--- config.mk ---
export PLATFORM = sky130hd
export DESIGN_NAME = dm_lsu_flat
export DESIGN_NICKNAME = d
export VERILOG_FILES = /design/src/rtl/dm_lsu_if.sv /design/src/rtl/dm_lsu.sv /design/src/flat_wrapper.sv
export SDC_FILE = /design/constraint.sdc
export NUM_CORES = 1
export LEC_CHECK = 0
export BUFFER_PORTS_ARGS = -buffer_cell sky130_fd_sc_hd__clkbuf_2
export CAP_MARGIN = 20
export CORE_MARGIN = 2
export CORE_UTILIZATION = 47
export CTS_BUF_LIST = sky130_fd_sc_hd__clkbuf_16
export CTS_CLUSTER_DIAMETER = 30
export DETAILED_ROUTE_END_ITERATION = 10
export GPL_TIMING_DRIVEN = 0
export PLACE_DENSITY = 0.73
export SYNTH_ARGS = -nofsm -noshare
export SYNTH_HDL_FRONTEND = slang
export SYNTH_SLANG_ARGS = --single-unit
--- constraint.sdc ---
create_clock -name clk_i -period 1.7 [get_ports clk_i]
set_input_delay 0.17 -clock clk_i [delete_from_list [all_inputs] [get_ports clk_i]]
set_output_delay 0.17 -clock clk_i [all_outputs]
set_load 0.02 [all_outputs]
--- src/rtl/dm_lsu_if.sv ---
// dm_lsu_if: core-side load/store request bundle plus the data-memory port.
// slave  : seen by dm_lsu (takes requests and DM read data, drives status and the DM address, write data and write enable)
// master : seen by the core/DM side (drives requests and DM read data)
interface dm_lsu_if;
    logic        req_i;
    logic        we_i;
    logic [1:0]  size_i;
    logic        unsigned_i;
    logic [31:0] addr_i;
    logic [31:0] wdata_i;
    logic        busy_o;
    logic        done_o;
    logic [31:0] rdata_o;
    logic        fault_o;
    logic [31:0] dm_addr_o;
    logic [31:0] dm_wd_o;
    logic        dm_we_o;
    logic [31:0] dm_rd_i;
    modport slave (
        input  req_i, we_i, size_i, unsigned_i, addr_i, wdata_i, dm_rd_i,
        output busy_o, done_o, rdata_o, fault_o, dm_addr_o, dm_wd_o, dm_we_o
    );
    modport master (
        output req_i, we_i, size_i, unsigned_i, addr_i, wdata_i, dm_rd_i,
        input  busy_o, done_o, rdata_o, fault_o, dm_addr_o, dm_wd_o, dm_we_o
    );
endinterface

--- src/rtl/dm_lsu.sv ---
// dm_lsu: byte/half/word load-store initiator for a word-only data memory.
// Ports: clk_i (rising-edge clock), rstn_i (async active-low reset), bus (dm_lsu_if.slave:
//   core request/response and DM port). Sub-word stores use read-modify-write.
// Optional: define DM_LSU_MISALIGN_TRAP_EN to fault misaligned half/word accesses;
//   otherwise the low address bits are forced to the natural alignment.
module dm_lsu #(
    parameter logic [31:0] DM_BASE  = 32'h6600_0000,
    parameter int          DM_WORDS = 1024
) (
    input  logic     clk_i,
    input  logic     rstn_i,
    dm_lsu_if.slave  bus
);
    localparam logic [31:0] WIN = 32'(DM_WORDS * 4);
    typedef enum logic [2:0] {IDLE, LOAD, RMW_RD, WRITE, RESP, FAULT} state_t;
    state_t      r_state, w_next;
    logic        r_uns;
    logic [1:0]  r_size;
    logic [31:0] r_addr, r_wdata, r_merge, r_rdata;
    logic [31:0] w_off, w_ext, w_mask, w_merged;
    logic [15:0] w_lane;
    logic [4:0]  w_sh;
    logic        w_mis, w_bad;
    // Addresses below DM_BASE wrap to large offsets and fail the window test.
    assign w_off = bus.addr_i - DM_BASE;
`ifdef DM_LSU_MISALIGN_TRAP_EN
    assign w_mis = (bus.size_i == 2'b01 && bus.addr_i[0]) || (bus.size_i == 2'b10 && bus.addr_i[1:0] != 2'b00);
`else
    assign w_mis = 1'b0;
`endif
    assign w_bad = (w_off >= WIN) || (bus.size_i == 2'b11) || w_mis;
    // Lane position: byte uses addr[1:0], half uses {addr[1],0}; word ignores it.
    assign w_sh     = (r_size == 2'b00) ? {r_addr[1:0], 3'b000} : {r_addr[1], 4'b0000};
    assign w_lane   = 16'(bus.dm_rd_i >> w_sh);
    assign w_ext    = (r_size == 2'b00) ? {{24{~r_uns & w_lane[7]}}, w_lane[7:0]} :
                      (r_size == 2'b01) ? {{16{~r_uns & w_lane[15]}}, w_lane} : bus.dm_rd_i;
    assign w_mask   = ((r_size == 2'b00) ? 32'h0000_00FF : 32'h0000_FFFF) << w_sh;
    assign w_merged = (bus.dm_rd_i & ~w_mask) | ((r_wdata << w_sh) & w_mask);
    always_ff @(posedge clk_i or negedge rstn_i) begin
        if (!rstn_i) begin
            r_state <= IDLE;
            r_uns   <= 1'b0;
            r_size  <= 2'b00;
            r_addr  <= '0;
            r_wdata <= '0;
            r_merge <= '0;
            r_rdata <= '0;
        end else begin
            r_state <= w_next;
            if (r_state == IDLE && bus.req_i) begin
                r_uns   <= bus.unsigned_i;
                r_size  <= bus.size_i;
                r_addr  <= bus.addr_i;
                r_wdata <= bus.wdata_i;
            end
            if (r_state == LOAD) r_rdata <= w_ext;
            if (r_state == RMW_RD) r_merge <= w_merged;
        end
    end
    // Store direction is carried by the state path, so no separate we register is kept.
    always_comb begin
        w_next = r_state;
        case (r_state)
            IDLE:        if (bus.req_i) w_next = w_bad ? FAULT : !bus.we_i ? LOAD : (bus.size_i == 2'b10) ? WRITE : RMW_RD;
            LOAD:        w_next = RESP;
            RMW_RD:      w_next = WRITE;
            WRITE:       w_next = RESP;
            default:     w_next = IDLE;
        endcase
    end
    always_comb begin
        bus.busy_o    = r_state != IDLE;
        bus.done_o    = r_state == RESP || r_state == FAULT;
        bus.fault_o   = r_state == FAULT;
        bus.dm_we_o   = r_state == WRITE;
        bus.dm_addr_o = (r_state == LOAD || r_state == RMW_RD || r_state == WRITE) ? {r_addr[31:2], 2'b00} : '0;
        bus.dm_wd_o   = (r_state != WRITE) ? '0 : (r_size == 2'b10) ? r_wdata : r_merge;
    end
    assign bus.rdata_o = r_rdata;
endmodule
--- src/flat_wrapper.sv ---
// flat-port wrapper written by rule: the top's interface ports become plain ports
module dm_lsu_flat 
#(
    parameter logic [31:0] DM_BASE  = 32'h6600_0000,
    parameter int          DM_WORDS = 1024
)
  (clk_i, rstn_i, bus_req_i, bus_we_i, bus_size_i, bus_unsigned_i, bus_addr_i, bus_wdata_i, bus_dm_rd_i, bus_busy_o, bus_done_o, bus_rdata_o, bus_fault_o, bus_dm_addr_o, bus_dm_wd_o, bus_dm_we_o);
  dm_lsu_if bus_i ();
  input  logic clk_i;
  input  logic rstn_i;
  input wire logic [$bits(bus_i.req_i)-1:0] bus_req_i;
  input wire logic [$bits(bus_i.we_i)-1:0] bus_we_i;
  input wire logic [$bits(bus_i.size_i)-1:0] bus_size_i;
  input wire logic [$bits(bus_i.unsigned_i)-1:0] bus_unsigned_i;
  input wire logic [$bits(bus_i.addr_i)-1:0] bus_addr_i;
  input wire logic [$bits(bus_i.wdata_i)-1:0] bus_wdata_i;
  input wire logic [$bits(bus_i.dm_rd_i)-1:0] bus_dm_rd_i;
  output wire logic [$bits(bus_i.busy_o)-1:0] bus_busy_o;
  output wire logic [$bits(bus_i.done_o)-1:0] bus_done_o;
  output wire logic [$bits(bus_i.rdata_o)-1:0] bus_rdata_o;
  output wire logic [$bits(bus_i.fault_o)-1:0] bus_fault_o;
  output wire logic [$bits(bus_i.dm_addr_o)-1:0] bus_dm_addr_o;
  output wire logic [$bits(bus_i.dm_wd_o)-1:0] bus_dm_wd_o;
  output wire logic [$bits(bus_i.dm_we_o)-1:0] bus_dm_we_o;
  assign bus_i.req_i = bus_req_i;
  assign bus_i.we_i = bus_we_i;
  assign bus_i.size_i = bus_size_i;
  assign bus_i.unsigned_i = bus_unsigned_i;
  assign bus_i.addr_i = bus_addr_i;
  assign bus_i.wdata_i = bus_wdata_i;
  assign bus_i.dm_rd_i = bus_dm_rd_i;
  assign bus_busy_o = bus_i.busy_o;
  assign bus_done_o = bus_i.done_o;
  assign bus_rdata_o = bus_i.rdata_o;
  assign bus_fault_o = bus_i.fault_o;
  assign bus_dm_addr_o = bus_i.dm_addr_o;
  assign bus_dm_wd_o = bus_i.dm_wd_o;
  assign bus_dm_we_o = bus_i.dm_we_o;
  dm_lsu #(.DM_BASE(DM_BASE), .DM_WORDS(DM_WORDS)) u_core (.clk_i(clk_i), .rstn_i(rstn_i), .bus(bus_i));
endmodule
== Yosys cells after proc, flatten, opt, wreduce, memory -nomap -nowiden ==
Index checks and enable logic that the tools add are counted.
Word-level totals
  bits in registers: 134
  output and inout bits: 100
Operators by class
  add/sub/neg operators: 1
  $lt $le $gt $ge: 1
  equality and inequality tests: 11
  shift-type cells: 3
  mux-type cells: 12
  bitwise operators: 7
  reductions and logical operators: 9
Operators by type and width (count)
  32-bit two-way mux: 5
  32-bit bitwise AND: 2
  32-bit by 13-bit >= comparator with 1-bit output, second input constant: 1
  32-bit inverter: 1
  32-bit OR: 1
  16-bit by 5-bit << shifter with 32-bit output: 1
  32-bit by 5-bit << shifter with 32-bit output: 1
  32-bit by 5-bit >> shifter with 16-bit output: 1
  32-bit by 31-bit subtractor with 32-bit output, second input constant: 1
  16-bit two-way mux: 1
  3-bit two-way mux: 3
  3-bit one-hot mux with 3 select lines: 1
  2-bit equality test, second input constant: 3
  3-bit by 2-bit equality test with 1-bit output, second input constant: 2
  3-bit equality test, second input constant: 2
  1-bit logical OR: 4
  4-bit two-way mux: 1
  3-bit by 1-bit equality test with 1-bit output, second input constant: 1
  3-bit logical NOT: 1
  3-bit by 2-bit != test with 1-bit output, second input constant: 1
  3-bit nonzero test: 1
  1-bit bitwise AND: 2
  2-bit by 1-bit equality test with 1-bit output, second input constant: 1
  2-bit logical NOT: 1
  5 further kinds: 5

== Depth between registers and ports, before layout ==
Gate-level depths: netlist (run 1).
  depth in word-level cells: 6
  gate-level depth with buffers: 8
  mapped depth without buffers: 5

== Worst setup path after synthesis (run 1) ==
No wires, ideal clock.
  kind: register -> output
  from: register u_core.r_size[1]
  to: output bus_dm_wd_o[7]
  arrival: 1.482 ns
  path slack: 0.048 ns
  cell stages (with the launch flop): 7
  path buffers: 3
  cells stage by stage: dfrtp_1 buf_2 nor2b_1 clkbuf_1 buf_2 nand2_1 a21oi_1
Between the ends
  cells in the longest elaborated chain, start to end: 3
Ends and longest elaborated chain
  from (decl): RTL line dm_lsu.sv:18  | logic [1:0] r_size;
  from (signal assigned): RTL line dm_lsu.sv:52  | r_size <= bus.size_i;
  2-bit equality test: RTL line dm_lsu.sv:77  | bus.dm_wd_o = (r_state != WRITE) ? '0 : (r_size == 2'b10) ? r_wdata : r_merge;
  32-bit two-way mux (2 in a row): RTL line dm_lsu.sv:77
  to (decl): RTL line flat_wrapper.sv:23  | output wire logic [$bits(bus_i.dm_wd_o)-1:0] bus_dm_wd_o;
Every way passes these cells.

== Final worst setup path (run 1) ==
  from: register u_core.r_size[0]
  to: output bus_dm_wd_o[15]
Same word-level chain as after synthesis.

==> results.md, run 1 <==
* Crit path top cell by count: buf_8
* Power per cell area at 1300 nW/um^2
* Cell Count, Final, Fillers Out at 1208
* Clk buf depth at 2
* Max capacitance violation total at 0
* Vias at 7118
* P_leak at 5.66 nW
* Fill count at 744
* Port Buf Inserts at 200
* Root buffer cell: clkbuf_16
* TritonCTS buffer count at 17
* Area Overhead vs Synth at 72.8%
* Slew Viols, Final at 0
* RSZ-0062 raised after global routing: true
* # rows at 44
* Width of the die at 125 um
* Max_slew headroom at 66.5%
* Share of cells above drive strength 1 at 56.6%
* R2R setup slack at -0.15 ns
* Setup WS post-layout at -0.285 ns
* Violations in the final reports: negative setup slack
* Endpoint, Worst Hold: u_core.r_wdata[25]$_DFFE_PN0P_
* Post-Synthesis Cells at 687
* Area of the multi-input gates at 4320 um^2
* Final wirelength at 28200 um
* Synth Register Bits at 134
* Hold Path Origin: bus_wdata_i[25]
* CTS clk-pin slew, worst paths at 0.06 ns
* Worst setup SP type: register
* Chip Height at 125 um
* Top-Level Pins at 203
* Yosys top cell by area: dfrtp_1
* Placeable Area at 14400 um^2
* R2r endpoint: u_core.bus.rdata_o[31]$_DFFE_PN0P_
* Fmax at 504 MHz
* Count leader, synth: dfrtp_1
* Worst skew pair latency at 0.43 ns
* Largest cells by area after synthesis: dfrtp_1 (49%), mux2_2 (9.8%), nand2_1 (7.3%)
* Largest net degree at the start of global routing at 96
* Pwr Total at 15.4 mW
* HP Class: primary input to register
* Post-Syn Area at 6870 um^2
* Clock sink count at 134
* Worst Tran Pin Value at 0.488 ns
* Crit path kind: register to output port
* Worst Reg-to-Reg Cells at 7
* Top-area cell type share of the netlist area at 48.8%
* Crit-path slowest cell: dfrtp_1
* H-tree depth at 4
* CP Capture Type: output port
* CTS tree: yes
* Sequential-to-total area share from yosys stat at 48.8%
* Total congestion overflow at 0
* Post-synth top cells: dfrtp_1 (134), nand2_1 (133), mux2_2 (60)
* Placed Cells at 1073
* Final critical-path share of the clock period at 117%
* First-pass GRT wire length at 37400 um
* Critical path fanouts, max at 8
* Vias in the first global route at 7020
* Drt pass-1 iters at 7
* Crit path DAT at 1.81 ns
* Hpwl dp at 14900 um
* ANT cells at 0
* Core Util, Final at 82.3%
* Antenna viol nets, final at 0
* Final hold violation count at 0
* Post-synth top flop: dfrtp_1
* Total GRT Usage at 30.4%
* Wire per inst at 23.4 um
* Final Setup Violations at 171
* FFs w/ async S/R, synth at 100%
* Reg area at 3360 um^2
* Status: finished with violations
* Drt initial violations at 680
* WP data required at 1.53 ns
* Post-synth EDFFs at 0
* Synth Warn # at 0
* Vias per cell at 5.89
* DRC at 0
* Hold Path Stages at 2
* Worst path cell trace: buf_8 -> nor2b_4 -> buf_12 -> buf_8 -> nand2_4 -> a21oi_4 -> buf_8
* VDD IR max at 0.000933 V
* Final nets at 1117
* Final min period at 1.98 ns
* Syn Area/Cell at 9.99 um^2
* Die area at 15600 um^2
* Final RePlAce weighted congestion at 0.901
* Final worst clock skew at 0.00978 ns
* Distinct cell type count after synthesis at 46
* Origin of the critical flop-to-flop path: u_core.r_state[2]$_DFFE_PN0P_
* Initial antenna violation count at 0
* Initial core utilization at 47.6%
* Slowest cell delay on critical path at 0.41 ns
[layout by cell type, fill, tap and decap left out, drive strengths merged, types with 2 or more instances in the layout]
cell type,instances
a21oi,53
nand2b,3
o21a,4
nand3,35
nor3,2
o21ai,60
o22ai,2
inv,5
bufinv,4
or4b,7
mux2i,26
and2,31
nand2,133
buf,141
conb,2
mux2,66
nor4b,2
a22oi,7
dfrtp,134
o2bb2ai,14
nor2b,4
a22o,8
nor3b,2
clkinvlp,4
clkbuf,182
clkinv,4
or3,7
nor2,16
dlygate4sd3,53
nor4,2
[kinds of logic (layout without fill, tap and decap cells)]
family,Yosys count,after routing,synth area share (%)
and+or+nand+nor,250,250,18.6
AOI/OAI and AO/OA,152,152,13.0
DFF,134,134,48.8
muxes,92,92,14.9
buffers and inverters,57,393,4.47
adders and majority gates,1,1,0.182
other,1,2,0.0546
[layer usage]
metal  vias up  share of wire, %  GRT usage (%)
li1       3050                 -              -
met1      3518                38           38.1
met2       448                49           50.0
met3       102               8.9           7.73
met4         0               4.5           13.3
met5         -                 0              0
[flip-flops by register name, summed over array words and instances (netlist names)]
signal	flops
u_core.r_state	3
u_core.r_size	2
u_core.r_merge	32
u_core.r_wdata	32
u_core.r_uns	1
u_core.bus.rdata_o	32
u_core.r_addr	32
[critical path, delay by kind of cell, from the launching register on]
kind                   cells  cell delay, ns
buffers and inverters      4            0.59
AND/OR/NAND/NOR            2            0.18
AO/OA/AOI/OAI              1            0.20
flip-flops                 1            0.41
[stage by stage]
stage	hold WS (ns)	setup slack, ns	area, um^2	setup TNS (ns)
global route	0.00101	-0.319	11900	-28.75
floorplan	-0.126	0.0485	6870	0
CTS	0.000494	-0.247	10600	-11.64
global placement	0.383	-1.76	8100	-240.68
detailed placement	0.110	-0.303	8140	-7.63
finish	0.0116	-0.285	11900	-20.56
[how the worst max path moves through the flow]
stage,end,depth (start not counted),slack [ns],start
6_report,bus_dm_wd_o[15],7,-0.28,u_core.r_size[0]$_DFFE_PN0P_
3_3_place_gp,u_core.r_wdata[6]$_DFFE_PN0P_,1,-1.76,rstn_i
2_1_floorplan,bus_dm_wd_o[7],6,0.05,u_core.r_size[1]$_DFFE_PN0P_
3_5_place_dp,bus_dm_wd_o[12],7,-0.30,u_core.r_size[1]$_DFFE_PN0P_
5_1_grt,bus_dm_wd_o[23],7,-0.32,u_core.r_size[0]$_DFFE_PN0P_
4_1_cts,bus_dm_wd_o[3],7,-0.25,u_core.r_size[0]$_DFFE_PN0P_
[where the power goes]
part           leakage, nW  switching, mW  internal, mW
Clock                0.286           1.40          2.40
Combinational         3.89           3.56          3.22
Sequential            1.49          0.808          4.02
Total                 5.66           5.77          9.64
[area by class of cell]
type	count	area share (%)
multi-input combinational	497	36.4
sequential	134	28.3
timing repair buffer	309	23.7
buffer	50	4.51
clock buffer	17	3.59
tap	184	1.94
clock inverter	13	1.40
inverter	4	0.179
[what timing repair did]
item | in CTS | in global routing
setup endpoints to repair | 112 | 156
hold endpoints to repair | 91 | 0
setup buffers | 20 | 22
resized for setup | 280 | 310
gates cloned | 8 | 7
pin swaps | 17 | 51
hold buffers | 53 | 0
(Power assumes the default switching activity.)
==> run 2: changes to the inputs <==
--- a/config.mk
+++ b/config.mk
@@ -8,12 +8,12 @@
 export BUFFER_PORTS_ARGS = -buffer_cell sky130_fd_sc_hd__clkbuf_2
 export CAP_MARGIN = 20
 export CORE_MARGIN = 2
-export CORE_UTILIZATION = 47
+export CORE_UTILIZATION = 52
 export CTS_BUF_LIST = sky130_fd_sc_hd__clkbuf_16
 export CTS_CLUSTER_DIAMETER = 30
 export DETAILED_ROUTE_END_ITERATION = 10
 export GPL_TIMING_DRIVEN = 0
-export PLACE_DENSITY = 0.73
+export PLACE_DENSITY = 0.76
 export SYNTH_ARGS = -nofsm -noshare
 export SYNTH_HDL_FRONTEND = slang
 export SYNTH_SLANG_ARGS = --single-unit
==> constraint.sdc (replaced) <==
create_clock -name clk_i -period 2.2 [get_ports clk_i]
set_input_delay 0.22 -clock clk_i [delete_from_list [all_inputs] [get_ports clk_i]]
set_output_delay 0.22 -clock clk_i [all_outputs]
set_load 0.02 [all_outputs]
==> results.md, run 2 (synthesized netlist as in run 1, its figures left out) <==
* Status: complete, no violations
* Placed Area at 8120 um^2 (-0.18%)
* Initial antenna violation count at 0 (unchanged)
* TritonCTS buffer count at 17 (unchanged)
* Most frequent standard cell in the layout excluding fill and tap cells: clkbuf_2
* Worst Tran Pin Value at 0.565 ns (+0.0764 ns)
* Critical path fanouts, max at 10 (+2)
* Most frequent cells in the layout: clkbuf_2 (185), nand2_1 (132), dfrtp_1 (132)
* Gr busiest metal: met2
* Vias in the first global route at 6014 (-14%)
* Port Buf Inserts at 200 (unchanged)
* DP Worst Slack at 0.155 ns (+0.459 ns)
* Antenna viol nets, final at 0 (unchanged)
* Setup TNS at 0 ns (+20.56 ns)
* Fin area at 8750 um^2 (-26%)
* RSZ-0062 raised after global routing: true
* Final wirelength at 19900 um (-29%)
* VDD IR max at 0.000623 V (-33%)
* # rows at 41 (-6.8%)
* Wire per inst at 18.2 um (-22%)
* Vias per cell at 5.64 (-4.2%)
* Crit path DAT at 1.94 ns (+0.13 ns)
* Crit path kind: register to output port
* Vias at 6185 (-13%)
* Final worst clock skew at 0.00579 ns (-0.00399 ns)
* First-pass GRT wire length at 31300 um (-16%)
* Setup WS post-layout at 0.0410 ns (+0.326 ns)
* Final critical-path share of the clock period at 98.1%
* Width of the die at 119 um (-4.8%)
* Clock sink count at 134 (unchanged)
* Total congestion overflow at 0 (unchanged)
* CTS tree: yes
* Root buffer cell: clkbuf_16
* HP Class: primary input to register
* Worst Setup SP: u_core.r_size[1]$_DFFE_PN0P_
* Placeable Area at 12800 um^2 (-11%)
* Fmax at 463 MHz
* Die area at 14100 um^2 (-9.3%)
* WP data required at 1.98 ns (+0.45 ns)
* Final min period at 2.16 ns
* Final hold violation count at 0 (unchanged)
* Placed Cells at 1061 (-1.1%)
* Top-Level Pins at 203 (unchanged)
* R2r endpoint: u_core.r_merge[19]$_DFFE_PN0P_
* Met2 usage at 45.5% (-4.5 points)
* Final Hold Slack at 0.0287 ns (+0.0171 ns)
* Origin of the critical flop-to-flop path: u_core.r_size[0]$_DFFE_PN0P_
* CP Capture Type: output port
* Area Overhead vs Synth at 27.5%
* Final RePlAce weighted congestion at 0.976 (+8.3%)
* Worst Reg-to-Reg Cells at 6 (-1)
* ANT cells at 0 (unchanged)
* Power per cell area at 1060 nW/um^2 (-18%)
* Worst Setup EP: bus_dm_wd_o[15]
* Max capacitance violation total at 0 (unchanged)
* Largest net degree at the start of global routing at 86 (-10%)
* Drt pass-1 iters at 5 (-2)
* R2R setup slack at 0.22 ns (+0.37 ns)
* CTS clk-pin slew, worst paths at 0.06 ns (about the same)
* DRC at 0 (unchanged)
* Worst setup SP type: register
* Core Util, Final at 68.5% (-14 points)
* Met1 Use GR at 38.8% (+0.66 points)
* P_leak at 4.43 nW (-22%)
* Chip Height at 119 um (-4.8%)
* Worst skew pair latency at 0.42 ns (about the same)
* Clk buf depth at 2 (unchanged)
* Final nets at 1017 (-9.0%)
* Hpwl dp at 14700 um (-0.83%)
* Max_slew headroom at 62.4% (-4.2 points)
* Initial core utilization at 53.7% (+6.1 points)
* Cell Count, Final, Fillers Out at 1096 (-9.3%)
* Met3 Usage GRT at 6.23% (-1.5 points)
* Total GRT Usage at 28.5% (-1.9 points)
* Slew Viols, Final at 0 (unchanged)
* Final Setup Violations at 0 (-100%)
* H-tree depth at 4 (unchanged)
* Pwr Total at 9.29 mW (-40%)
* Fill count at 1060 (+42%)
* Drt initial violations at 454 (-33%)
* Share of cells above drive strength 1 at 37.9% (-19 points)
run 2: layer usage:
layer | up-vias | part of all wire (%)
met5 | - | 0
met4 | 0 | 1.6
met3 | 24 | 7.7
met2 | 277 | 48
met1 | 3032 | 43
li1 | 2852 | -
run 2: final cells by class:
type | instances | area [um^2] | share of cell area, %
timing repair buffer | 207 | 1120 | 12.8
tap | 172 | 215 | 2.46
inverter | 4 | 15.0 | 0.172
multi-input combinational | 497 | 3230 | 36.9
clock inverter | 13 | 78.8 | 0.900
sequential | 134 | 3360 | 38.3
clock buffer | 17 | 425 | 4.86
buffer | 52 | 317 | 3.62
run 2: worst min-delay path by stage:
stage                   start                                 to  cells after the start
2_1_floorplan          rstn_i  u_core.bus.rdata_o[0]$_DFFE_PN0P_                      0
3_3_place_gp         bus_we_i      u_core.r_state[0]$_DFFE_PN0P_                      2
3_5_place_dp           rstn_i     u_core.r_wdata[28]$_DFFE_PN0P_                      1
4_1_cts        bus_wdata_i[6]      u_core.r_wdata[6]$_DFFE_PN0P_                      2
5_1_grt        bus_wdata_i[0]      u_core.r_wdata[0]$_DFFE_PN0P_                      2
6_report       bus_addr_i[10]      u_core.r_addr[10]$_DFFE_PN0P_                      2
run 2: critical path, cell delays in order, from the launching register on:
cell and delay, ns:
dfrtp_2 0.42, buf_6 0.16, nor2b_1 0.14, buf_4 0.17, buf_4 0.18, nand2_1 0.07, a21oi_1 0.20, buf_4 0.18
run 2: where the power goes:
| part | switching [mW] | total (mW) | internal [mW] |
|---|---|---|---|
| sequential | 0.469 | 3.57 | 3.10 |
| combinational | 1.88 | 3.22 | 1.34 |
| clock | 1.00 | 2.49 | 1.49 |
run 2: repair_timing:
action                                  CTS  global route
hold endpoints to repair                 51             0
gates resized for setup                  16            29
pin swaps                                 0             0
buffers inserted                          0             3
endpoints found under the setup margin   31            30
hold buffers                              3             0
